## src/rtl/key_schedule_engine.sv

```systemverilog
// AES key expansion engine (128/192/256-bit keys), one 32-bit word per cycle.
// Round keys are streamed over a valid/ready port with backpressure.

// Forward AES S-box computed as GF(2^8) inverse (x^254) plus the affine map.
module sbox (
  input  logic [7:0] a,
  output logic [7:0] y
);
  function automatic logic [7:0] gmul(input logic [7:0] x, input logic [7:0] b);
    logic [7:0] p;
    logic [7:0] t;
    p = 8'h00;
    t = x;
    for (int k = 0; k < 8; k++) begin
      if (b[k]) p = p ^ t;
      t = {t[6:0], 1'b0} ^ (t[7] ? 8'h1b : 8'h00);
    end
    return p;
  endfunction

  // x^254 = x^2 * x^4 * ... * x^128; zero maps to zero as AES requires
  function automatic logic [7:0] ginv(input logic [7:0] x);
    logic [7:0] sq;
    logic [7:0] acc;
    sq  = gmul(x, x);
    acc = sq;
    for (int k = 0; k < 6; k++) begin
      sq  = gmul(sq, sq);
      acc = gmul(acc, sq);
    end
    return acc;
  endfunction

  logic [7:0] inv;
  assign inv = ginv(a);
  assign y = inv ^ {inv[6:0], inv[7]} ^ {inv[5:0], inv[7:6]}
           ^ {inv[4:0], inv[7:5]} ^ {inv[3:0], inv[7:4]} ^ 8'h63;
endmodule

module key_schedule_engine #(
  parameter int MAX_NK = 8
) (
  input  logic         clk,
  input  logic         rst_n,
  input  logic         start,
  input  logic [1:0]   key_len,
  input  logic [255:0] key,
  input  logic         flush,
  output logic         busy,
  output logic         err,
  output logic         rk_valid,
  input  logic         rk_ready,
  output logic [127:0] rk_data,
  output logic [3:0]   rk_idx,
  output logic         rk_last
);
  typedef enum logic [1:0] {IDLE, GEN, DRAIN} state_t;

  state_t      state_reg;
  logic [31:0] win_reg [MAX_NK];   // win_reg[MAX_NK-1] is the newest word
  logic [95:0] asm_reg;            // first three words of the round key being built
  logic [5:0]  i_reg;              // word counter
  logic [2:0]  m_reg;              // i mod Nk
  logic [7:0]  rc_reg;
  logic [3:0]  nk_reg;
  logic [3:0]  nr_reg;

  logic [3:0]  nk_new;
  logic [3:0]  nr_new;
  logic        len_ok;
  logic [31:0] key_w [8];
  logic [31:0] prev_w;
  logic [31:0] old_w;
  logic [31:0] sb_in;
  logic [31:0] sb_out;
  logic [31:0] word;
  logic        first_pass;
  logic        stall;
  logic        produce;

  // Key words, w0 in the top 32 bits
  for (genvar gi = 0; gi < 8; gi++) begin : g_key_w
    assign key_w[gi] = key[255-32*gi -: 32];
  end

  // Mode decode for a start request
  always_comb begin
    nk_new = 4'd0;
    nr_new = 4'd0;
    case (key_len)
      2'b00:   begin nk_new = 4'd4; nr_new = 4'd10; end
      2'b01:   begin nk_new = 4'd6; nr_new = 4'd12; end
      2'b10:   begin nk_new = 4'd8; nr_new = 4'd14; end
      default: begin nk_new = 4'd0; nr_new = 4'd0; end
    endcase
  end
  assign len_ok = (key_len != 2'b11) && (int'(nk_new) <= MAX_NK);

  // Select w[i-Nk] from the window; during the first pass this recirculates the key
  always_comb begin
    old_w = 32'h0;
    for (int k = 0; k < MAX_NK; k++) begin
      if (k == MAX_NK - int'(nk_reg)) old_w = win_reg[k];
    end
  end

  assign prev_w     = win_reg[MAX_NK-1];
  assign first_pass = (i_reg < 6'(nk_reg));
  // The four S-boxes serve both SubWord(RotWord(t)) and plain SubWord(t)
  assign sb_in      = (m_reg == 3'd0) ? {prev_w[23:0], prev_w[31:24]} : prev_w;

  for (genvar gi = 0; gi < 4; gi++) begin : g_sbox
    sbox u_sbox (.a(sb_in[8*gi +: 8]), .y(sb_out[8*gi +: 8]));
  end

  // Next expanded word w[i]
  always_comb begin
    word = old_w ^ prev_w;
    if (first_pass)                            word = old_w;
    else if (m_reg == 3'd0)                    word = old_w ^ sb_out ^ {rc_reg, 24'h0};
    else if (nk_reg == 4'd8 && m_reg == 3'd4)  word = old_w ^ sb_out;
  end

  // The word that completes a round key cannot be produced while the previous key is unaccepted
  assign stall   = rk_valid && !rk_ready && (i_reg[1:0] == 2'b11);
  assign produce = (state_reg == GEN) && !stall;

  // Control FSM, word window, assembly and output registers
  always_ff @(posedge clk or negedge rst_n) begin
    if (!rst_n) begin
      state_reg <= IDLE;
      busy      <= 1'b0;
      err       <= 1'b0;
      rk_valid  <= 1'b0;
      rk_data   <= '0;
      rk_idx    <= '0;
      rk_last   <= 1'b0;
      asm_reg   <= '0;
      i_reg     <= '0;
      m_reg     <= '0;
      rc_reg    <= '0;
      nk_reg    <= '0;
      nr_reg    <= '0;
      for (int k = 0; k < MAX_NK; k++) win_reg[k] <= '0;
    end else begin
      err <= 1'b0;
      if (flush) begin
        state_reg <= IDLE;
        busy      <= 1'b0;
        rk_valid  <= 1'b0;
        rk_last   <= 1'b0;
        i_reg     <= '0;
        m_reg     <= '0;
        rc_reg    <= '0;
      end else begin
        if (rk_valid && rk_ready) begin
          rk_valid <= 1'b0;
          rk_last  <= 1'b0;
        end
        case (state_reg)
          IDLE: begin
            if (start) begin
              if (len_ok) begin
                state_reg <= GEN;
                busy      <= 1'b1;
                nk_reg    <= nk_new;
                nr_reg    <= nr_new;
                i_reg     <= '0;
                m_reg     <= '0;
                rc_reg    <= 8'h01;
                for (int k = 0; k < MAX_NK; k++) begin
                  if (k >= MAX_NK - int'(nk_new))
                    win_reg[k] <= key_w[3'(k - MAX_NK + int'(nk_new))];
                  else
                    win_reg[k] <= '0;
                end
              end else begin
                err <= 1'b1;
              end
            end
          end
          GEN: begin
            if (produce) begin
              for (int k = 0; k < MAX_NK - 1; k++) win_reg[k] <= win_reg[k+1];
              win_reg[MAX_NK-1] <= word;
              i_reg <= i_reg + 6'd1;
              m_reg <= (m_reg == 3'(nk_reg - 4'd1)) ? 3'd0 : m_reg + 3'd1;
              if (!first_pass && m_reg == 3'd0)
                rc_reg <= {rc_reg[6:0], 1'b0} ^ (rc_reg[7] ? 8'h1b : 8'h00);
              case (i_reg[1:0])
                2'b00: asm_reg[95:64] <= word;
                2'b01: asm_reg[63:32] <= word;
                2'b10: asm_reg[31:0]  <= word;
                default: begin
                  rk_data  <= {asm_reg, word};
                  rk_idx   <= i_reg[5:2];
                  rk_last  <= (i_reg[5:2] == nr_reg);
                  rk_valid <= 1'b1;
                end
              endcase
              if (i_reg == {nr_reg, 2'b11}) state_reg <= DRAIN;
            end
          end
          DRAIN: begin
            if (rk_valid && rk_ready) begin
              state_reg <= IDLE;
              busy      <= 1'b0;
            end
          end
          default: state_reg <= IDLE;
        endcase
      end
    end
  end
endmodule

```

## config.mk

```make
export PLATFORM = sky130hd
export DESIGN_NAME = key_schedule_engine
export DESIGN_NICKNAME = d
export VERILOG_FILES = /design/src/rtl/key_schedule_engine.sv
export SDC_FILE = /design/constraint.sdc
export NUM_CORES = 2
export LEC_CHECK = 0
export BUFFER_PORTS_ARGS = -buffer_cell sky130_fd_sc_hd__buf_2
export CORE_MARGIN = 2
export CORE_UTILIZATION = 30
export DETAILED_ROUTE_END_ITERATION = 10
export SYNTH_ARGS = -nofsm -noshare
export SYNTH_HDL_FRONTEND = slang
export SYNTH_SLANG_ARGS = --single-unit
```

## constraint.sdc

```tcl
create_clock -name clk -period 55.7 [get_ports clk]
set_input_delay 5.57 -clock clk [delete_from_list [all_inputs] [get_ports clk]]
set_output_delay 5.57 -clock clk [all_outputs]
set_load 0.03 [all_outputs]
```

# ---- Word level (Yosys, flattened, before mapping)
# Index checks and enable logic that the tools add are counted.
dict set report word_totals {
  memories 0
  input_bits 263
  rom_bits 0
  reg_bits 515
  ram_bits 0
  out_inout_bits 136
  latch_bits 0
}
dict set report op_classes {
  bitwise_logic 734
  n_lt_le_gt_ge 18
  add_sub_neg 13
  mux 846
  eq_ne 29
  reduce_logical 29
  mul 0
  n_div 0
  n_shift 0
}
# op n
set ops {}
lappend ops {{8-bit XOR} 716}
lappend ops {{8-bit 2-to-1 mux} 421}
lappend ops {{5-bit 2-to-1 mux} 337}
lappend ops {{32-bit 2-to-1 mux} 36}
lappend ops {{32-bit binary-select mux with 3-bit select} 8}
lappend ops {{256-bit 2-to-1 mux} 3}
lappend ops {{256-bit one-hot mux with 2 select lines} 1}
lappend ops {{32-bit XOR} 3}
lappend ops {{3-bit by 4-bit greater-or-equal comparator with 1-bit output, second input constant} 8}
lappend ops {{32-bit zero test} 1}
lappend ops {{4-bit AND reduction} 7}
lappend ops {{6-bit 2-to-1 mux} 4}
lappend ops {{3-bit NOT} 8}
lappend ops {{4-bit one-hot mux with 3 select lines} 2}
lappend ops {{4-bit by 5-bit == test with 1-bit output, first input constant} 4}
lappend ops {{4-bit by 5-bit greater-or-equal comparator with 1-bit output, first input constant} 4}
lappend ops {{1-bit 2-to-1 mux} 18}
lappend ops {{4-bit NOT} 4}
lappend ops {{8-bit one-hot mux with 2 select lines} 1}
lappend ops {{3-bit 2-to-1 mux} 5}
lappend ops {{5-bit AND reduction} 3}
lappend ops {{3-bit adder, first input constant} 4}
lappend ops {{2-bit 2-to-1 mux} 6}
lappend ops {{3-bit inequality test, second input constant} 4}
lappend ops {{other kinds (35)} 61}

# ---- Depth between registers and ports, before layout
dict set report logic_depth {
  word_depth 140
  ltp_mapped 87
  depth_no_buf 70
}

# ---- Hierarchy
# Synthesis repeated with hierarchy kept, for this count alone.
dict set report hier_totals {
  cells_unflattened 10478
  hier_area_um2 90346.6
}
# module seq_area_each_um2 cells_each instances area_per_inst_um2
set modules_own_cells {}
lappend modules_own_cells {sbox 0.0 1942 4 15220.8}
lappend modules_own_cells {key_schedule_engine 12837.3 2710 1 29463.3}

# ---- Worst setup path after synthesis
# No wires, ideal clock.
dict set report synth_timing {
  path_kind {reg2reg}
  start {register m_reg[0]}
  end {register win_reg (netlist bit prev_w[22])}
  period_less_slack_ns 17.923
  t_arrival_ns 17.805
  path_stages_with_launch 86
  setup_ns 0.119
  slack_ns 37.777
  t_required_ns 55.581
  cell_sequence {dfrtp_1 > inv_1 > ha_1 > buf_4 > nor2b_4 > buf_12 > buf_12 > buf_8 > buf_8 > buf_8 > buf_6 > mux2i_2 > inv_2 > buf_4 > ha_1 > xnor2_1 > mux2i_1 > o22a_1 > [50 not listed] > or4_1 > o311a_1 > mux2i_1 > o21ai_0 > a221oi_1 > xnor2_1 > a21oi_2 > xnor2_1 > clkbuf_1 > nor3_1 > a211oi_1 > xor3_1 > xnor3_1 > nand2_1 > a21oi_1 > xor2_1 > o21ai_1 > o21a_1}
}
dict set report synth_via {
  elab_chain_len 137
}
# item line_no
set synth_rtl {}
lappend synth_rtl {{start, declared} 63} ;# logic [2:0] m_reg;
lappend synth_rtl {{start signal, assigned} 187} ;# m_reg <= (m_reg == 3'(nk_reg - 4'd1)) ? 3'd0 : m_reg + 3'd1;
lappend synth_rtl {{3-bit zero test} {110, 120}}
lappend synth_rtl {{32-bit 2-to-1 mux} 110} ;# assign sb_in = (m_reg == 3'd0) ? {prev_w[23:0], prev_w[31:24]} : prev_w;
lappend synth_rtl {{5-bit 2-to-1 mux} 16} ;# t = {t[6:0], 1'b0} ^ (t[7] ? 8'h1b : 8'h00);
lappend synth_rtl {{8-bit XOR} 16}
lappend synth_rtl {{8-bit XOR} 15} ;# if (b[k]) p = p ^ t;
lappend synth_rtl {{8-bit 2-to-1 mux} 15}
lappend synth_rtl {{8-bit XOR} 15}
lappend synth_rtl {{8-bit 2-to-1 mux} 15}
lappend synth_rtl {{[120 not listed]} -}
lappend synth_rtl {{8-bit XOR (2 in series)} 37} ;# ^ {inv[4:0], inv[7:5]} ^ {inv[3:0], inv[7:4]} ^ 8'h63;
lappend synth_rtl {{4-bit NOT (no source line)} -}
lappend synth_rtl {{32-bit XOR} {120, 121}}
lappend synth_rtl {{32-bit 2-to-1 mux / 32-bit XOR (equally long branches)} {121, 120}}
lappend synth_rtl {{32-bit 2-to-1 mux (*)} 120} ;# else if (m_reg == 3'd0) word = old_w ^ sb_out ^ {rc_reg, 24'h0};
lappend synth_rtl {{32-bit 2-to-1 mux (*)} 119} ;# if (first_pass) word = old_w;
lappend synth_rtl {{256-bit 2-to-1 mux (*)} 183} ;# if (produce) begin
lappend synth_rtl {{256-bit one-hot mux with 2 select lines (*)} 160} ;# case (state_reg)
lappend synth_rtl {{end signal, assigned by index} 173} ;# win_reg[k] <= key_w[3'(k - MAX_NK + int'(nk_new))];
lappend synth_rtl {{end signal, assigned by index} 185} ;# win_reg[MAX_NK-1] <= word;
lappend synth_rtl {{end, declared} 60} ;# logic [31:0] win_reg [MAX_NK];
# Every way passes the cells marked *; elsewhere a longest branch is shown, timed or not. The select of a mux whose other input is x is not followed.
# A chain may end at the register's enable or synchronous reset.

# ---- Worst setup path in the final report
dict set report layout_timing {
  start {register m_reg[0]}
  end {register win_reg (netlist bit prev_w[17])}
}
dict set report layout_via {
  elab_chain_len 137
}
# item line_no
set layout_rtl {}
lappend layout_rtl {{3-bit zero test} {110, 120}}
lappend layout_rtl {{32-bit 2-to-1 mux} 110}
lappend layout_rtl {{5-bit 2-to-1 mux, or another cell as far along} 16}
lappend layout_rtl {{8-bit XOR, on equally long branches} {16, 15}}
lappend layout_rtl {{8-bit XOR / 8-bit 2-to-1 mux (equally long branches)} 15}
lappend layout_rtl {{8-bit 2-to-1 mux / 8-bit XOR (equally long branches)} 15}
lappend layout_rtl {{8-bit XOR / 8-bit 2-to-1 mux (equally long branches)} 15}
lappend layout_rtl {{8-bit 2-to-1 mux / 8-bit XOR (equally long branches)} 15}
lappend layout_rtl {{[120 not listed]} -}
lappend layout_rtl {{8-bit XOR (2 in series)} 37}
lappend layout_rtl {{4-bit NOT (no source line)} -}
lappend layout_rtl {{32-bit XOR} {120, 121}}
lappend layout_rtl {{32-bit 2-to-1 mux / 32-bit XOR (equally long branches)} {121, 120}}
lappend layout_rtl {{32-bit 2-to-1 mux (*)} 120}
lappend layout_rtl {{32-bit 2-to-1 mux (*)} 119}
lappend layout_rtl {{256-bit 2-to-1 mux (*)} 183}
lappend layout_rtl {{256-bit one-hot mux with 2 select lines (*)} 160}
# Marked as above.

==> metrics.txt <==
max FFs per register roughly 220; Worst Reg-to-Reg Cells 67; Post-synth top cells nor2_1 (1766), xnor2_1 (1765), nand2_1 (996), clkbuf_1 (565), a21oi_1 (548); status finished, final reports clean; Compound-Gate Fraction of Synth Area 0.172; vias per cell ~5.5; WL/cell roughly 21 µm; fmax between 40 and 50 MHz; All-Layer GR Usage 0.194; Clock Path Buffers 3; fillcell total approximately 32000; count of final hold-check violations 0; Critical Path AT 23.59 ns; critical path type flip-flop to flip-flop; fin crit share 0.413; CP Capture Type flip-flop; CORE AREA 0.302 mm²; layout cells sized above 1 0.164; CP Launch Type flip-flop; largest family of logic cells by synthesized area XOR/XNOR gates; Top cell by count, worst path xnor2_1; skew final around 0.064 ns; largest net degree at the start of global routing approximately 160; Worst-Margin Slew approximately 1.2 ns; total number of vias between 80000 and 90000; WP buf/inv 9; post-layout min period roughly 23 ns; die area between 0.3 and 0.4 mm²; Post-CTS Setup Bufs 0; slowest cell delay on critical path between 0.9 and 1 ns; final count of negative-setup-slack endpoints 0; Max-cap violations 0; Initial Util 0.301; slack of the worst reg-to-reg path 32.69 ns; ys async rst share 1.00; Netlist Area Pre-Place 0.0910 mm²; Req. time, crit path about 56 ns; Synth Flop Type dfrtp_1; hold path cells 1; mux share of post-synthesis cell area 0.125; Max Slew Vio Count 0; Synth top area share 0.170; Root Driver clkbuf_16; Synthesized Nets around 11000; DR pass1 iterations 7; count leader, synth nor2_1; total CTS buffers 56; initial antenna violation count 30; Top delay family on crit path XOR/XNOR gates; first-pass GRT wire length between 400 and 500 mm; RSZ-0062 raised after global routing false; Setup TNS Final 0 ns; register bit total from synthesis ~510; simple-gate share of the synthesized area 0.179; Post-Synth XOR/XNOR Area 0.327; HP Class flip-flop to flip-flop; DRT iter0 DRCs 9148; Row Count a little over 200; Horiz. Die Dim around 550 µm; Critical R2R Launch m_reg[0]; distinct cell type count after synthesis around 140; r2r endpoint prev_w[17]; gp weighted congestion slightly above 0.9; Synth area leader xnor2_1; Worst-path clk slew roughly 0.070 ns; drc violations 0; IO Pins 399; post-route ant nets 0; relative slew slack 0.167; GRT overflow 0; Post-synth EDFFs 0; hold path start asm_reg[18]; Synth Area in Adders 0.00721; TritonCTS Sinks between 500 and 600; vias in the first global route ~77000; Detailed Route WL 314 mm; Mean Syn Cell Area between 8 and 9 µm²; TritonCTS clock tree built; CP Max Fanout 45; H-tree depth 2; Worst-Skew Late Latency about 0.73 ns; Mapped Cells between 10000 and 15000; ranking of synthesized cells by area xnor2_1 (17%), dfrtp_1 (14%), nor2_1 (7.3%); height of the die roughly 550 µm; DP Wirelength 226 mm; sink of the worst hold path rk_data[50]; nets between 10000 and 15000; cts repair resizes 0; cts hold-fix bufs 0; Syn-to-layout area delta 9.26%; part of the Yosys area used for sequential elements 0.141; Crit-path slowest cell xnor2_1; YS warnings 0; count of input and output buffers approximately 400
area by class of cell:
cell class                 count  area (µm²)  area share
inverter                     124         465     0.00468
antenna                       29        72.6    0.000730
tap                         3978        4980      0.0501
sequential                   513       12800       0.129
clock buffer                  73        1580      0.0158
clock inverter                33         474     0.00477
multi-input combinational   9638       74300       0.748
timing repair buffer         750        4680      0.0471
placed cells by master (no fill, tap or decap), drive strengths merged, types with 78 or more instances in the layout:
cell,n
dfrtp,513
buf,750
mux2i,281
a21oi,554
xnor2,1936
o21ai,561
o211ai,78
xnor3,251
nor2,1770
a211oi,114
nand3,210
mux4,256
o22ai,134
nand2,997
nor3,270
a221oi,268
a31oi,85
xor2,500
inv,111
mux2,237
worst max-delay path by stage:
| stage | endpoint | start | slack (ns) | depth (start not counted) |
|---|---|---|---|---|
| 2_1_floorplan | prev_w[22] | m_reg[0] | 37.78 | 85 |
| 3_3_place_gp | prev_w[17] | m_reg[1] | 33.12 | 67 |
| 4_1_cts | prev_w[17] | m_reg[0] | 33.01 | 67 |
| 3_5_place_dp | prev_w[17] | m_reg[0] | 33.15 | 67 |
| 5_1_grt | prev_w[17] | m_reg[0] | 31.02 | 67 |
| 6_report | prev_w[17] | m_reg[0] | 32.69 | 67 |
through the flow:
step | std cells | utilization | worst slack, ns | instance area [µm²] | hold slack (ns)
2_1_floorplan | 11138 | - | 37.78 | 91000 | 0.446
3_3_place_gp | 15003 | 0.322 | 33.12 | 97300 | 0.458
3_5_place_dp | 15003 | 0.322 | 33.15 | 97300 | 0.468
4_1_cts | 15109 | 0.329 | 33.01 | 99300 | 0.455
5_1_grt | 15126 | 0.329 | 31.02 | 99400 | 0.485
6_report | 15138 | 0.329 | 32.69 | 99400 | 0.456
cell families after synthesis:
family / Yosys count
compound gates: 2340
buf+inv: 987
flops: 513
mux: 774
fa+ha+maj: 53
xor+xnor: 2720
simple gates: 3751
metal layers:
metal  vias to the layer above  share of wire  GRT usage
li1                      39334              -          -
met1                     40791           0.44      0.271
met2                      3425           0.45      0.304
met3                       441          0.076     0.0263
met4                        18          0.040     0.0712
met5                         -        0.00036          0
Power is left out: the tool's default activity adds up to more than one toggle a clock period on the data nets, which glitch-free logic cannot reach.
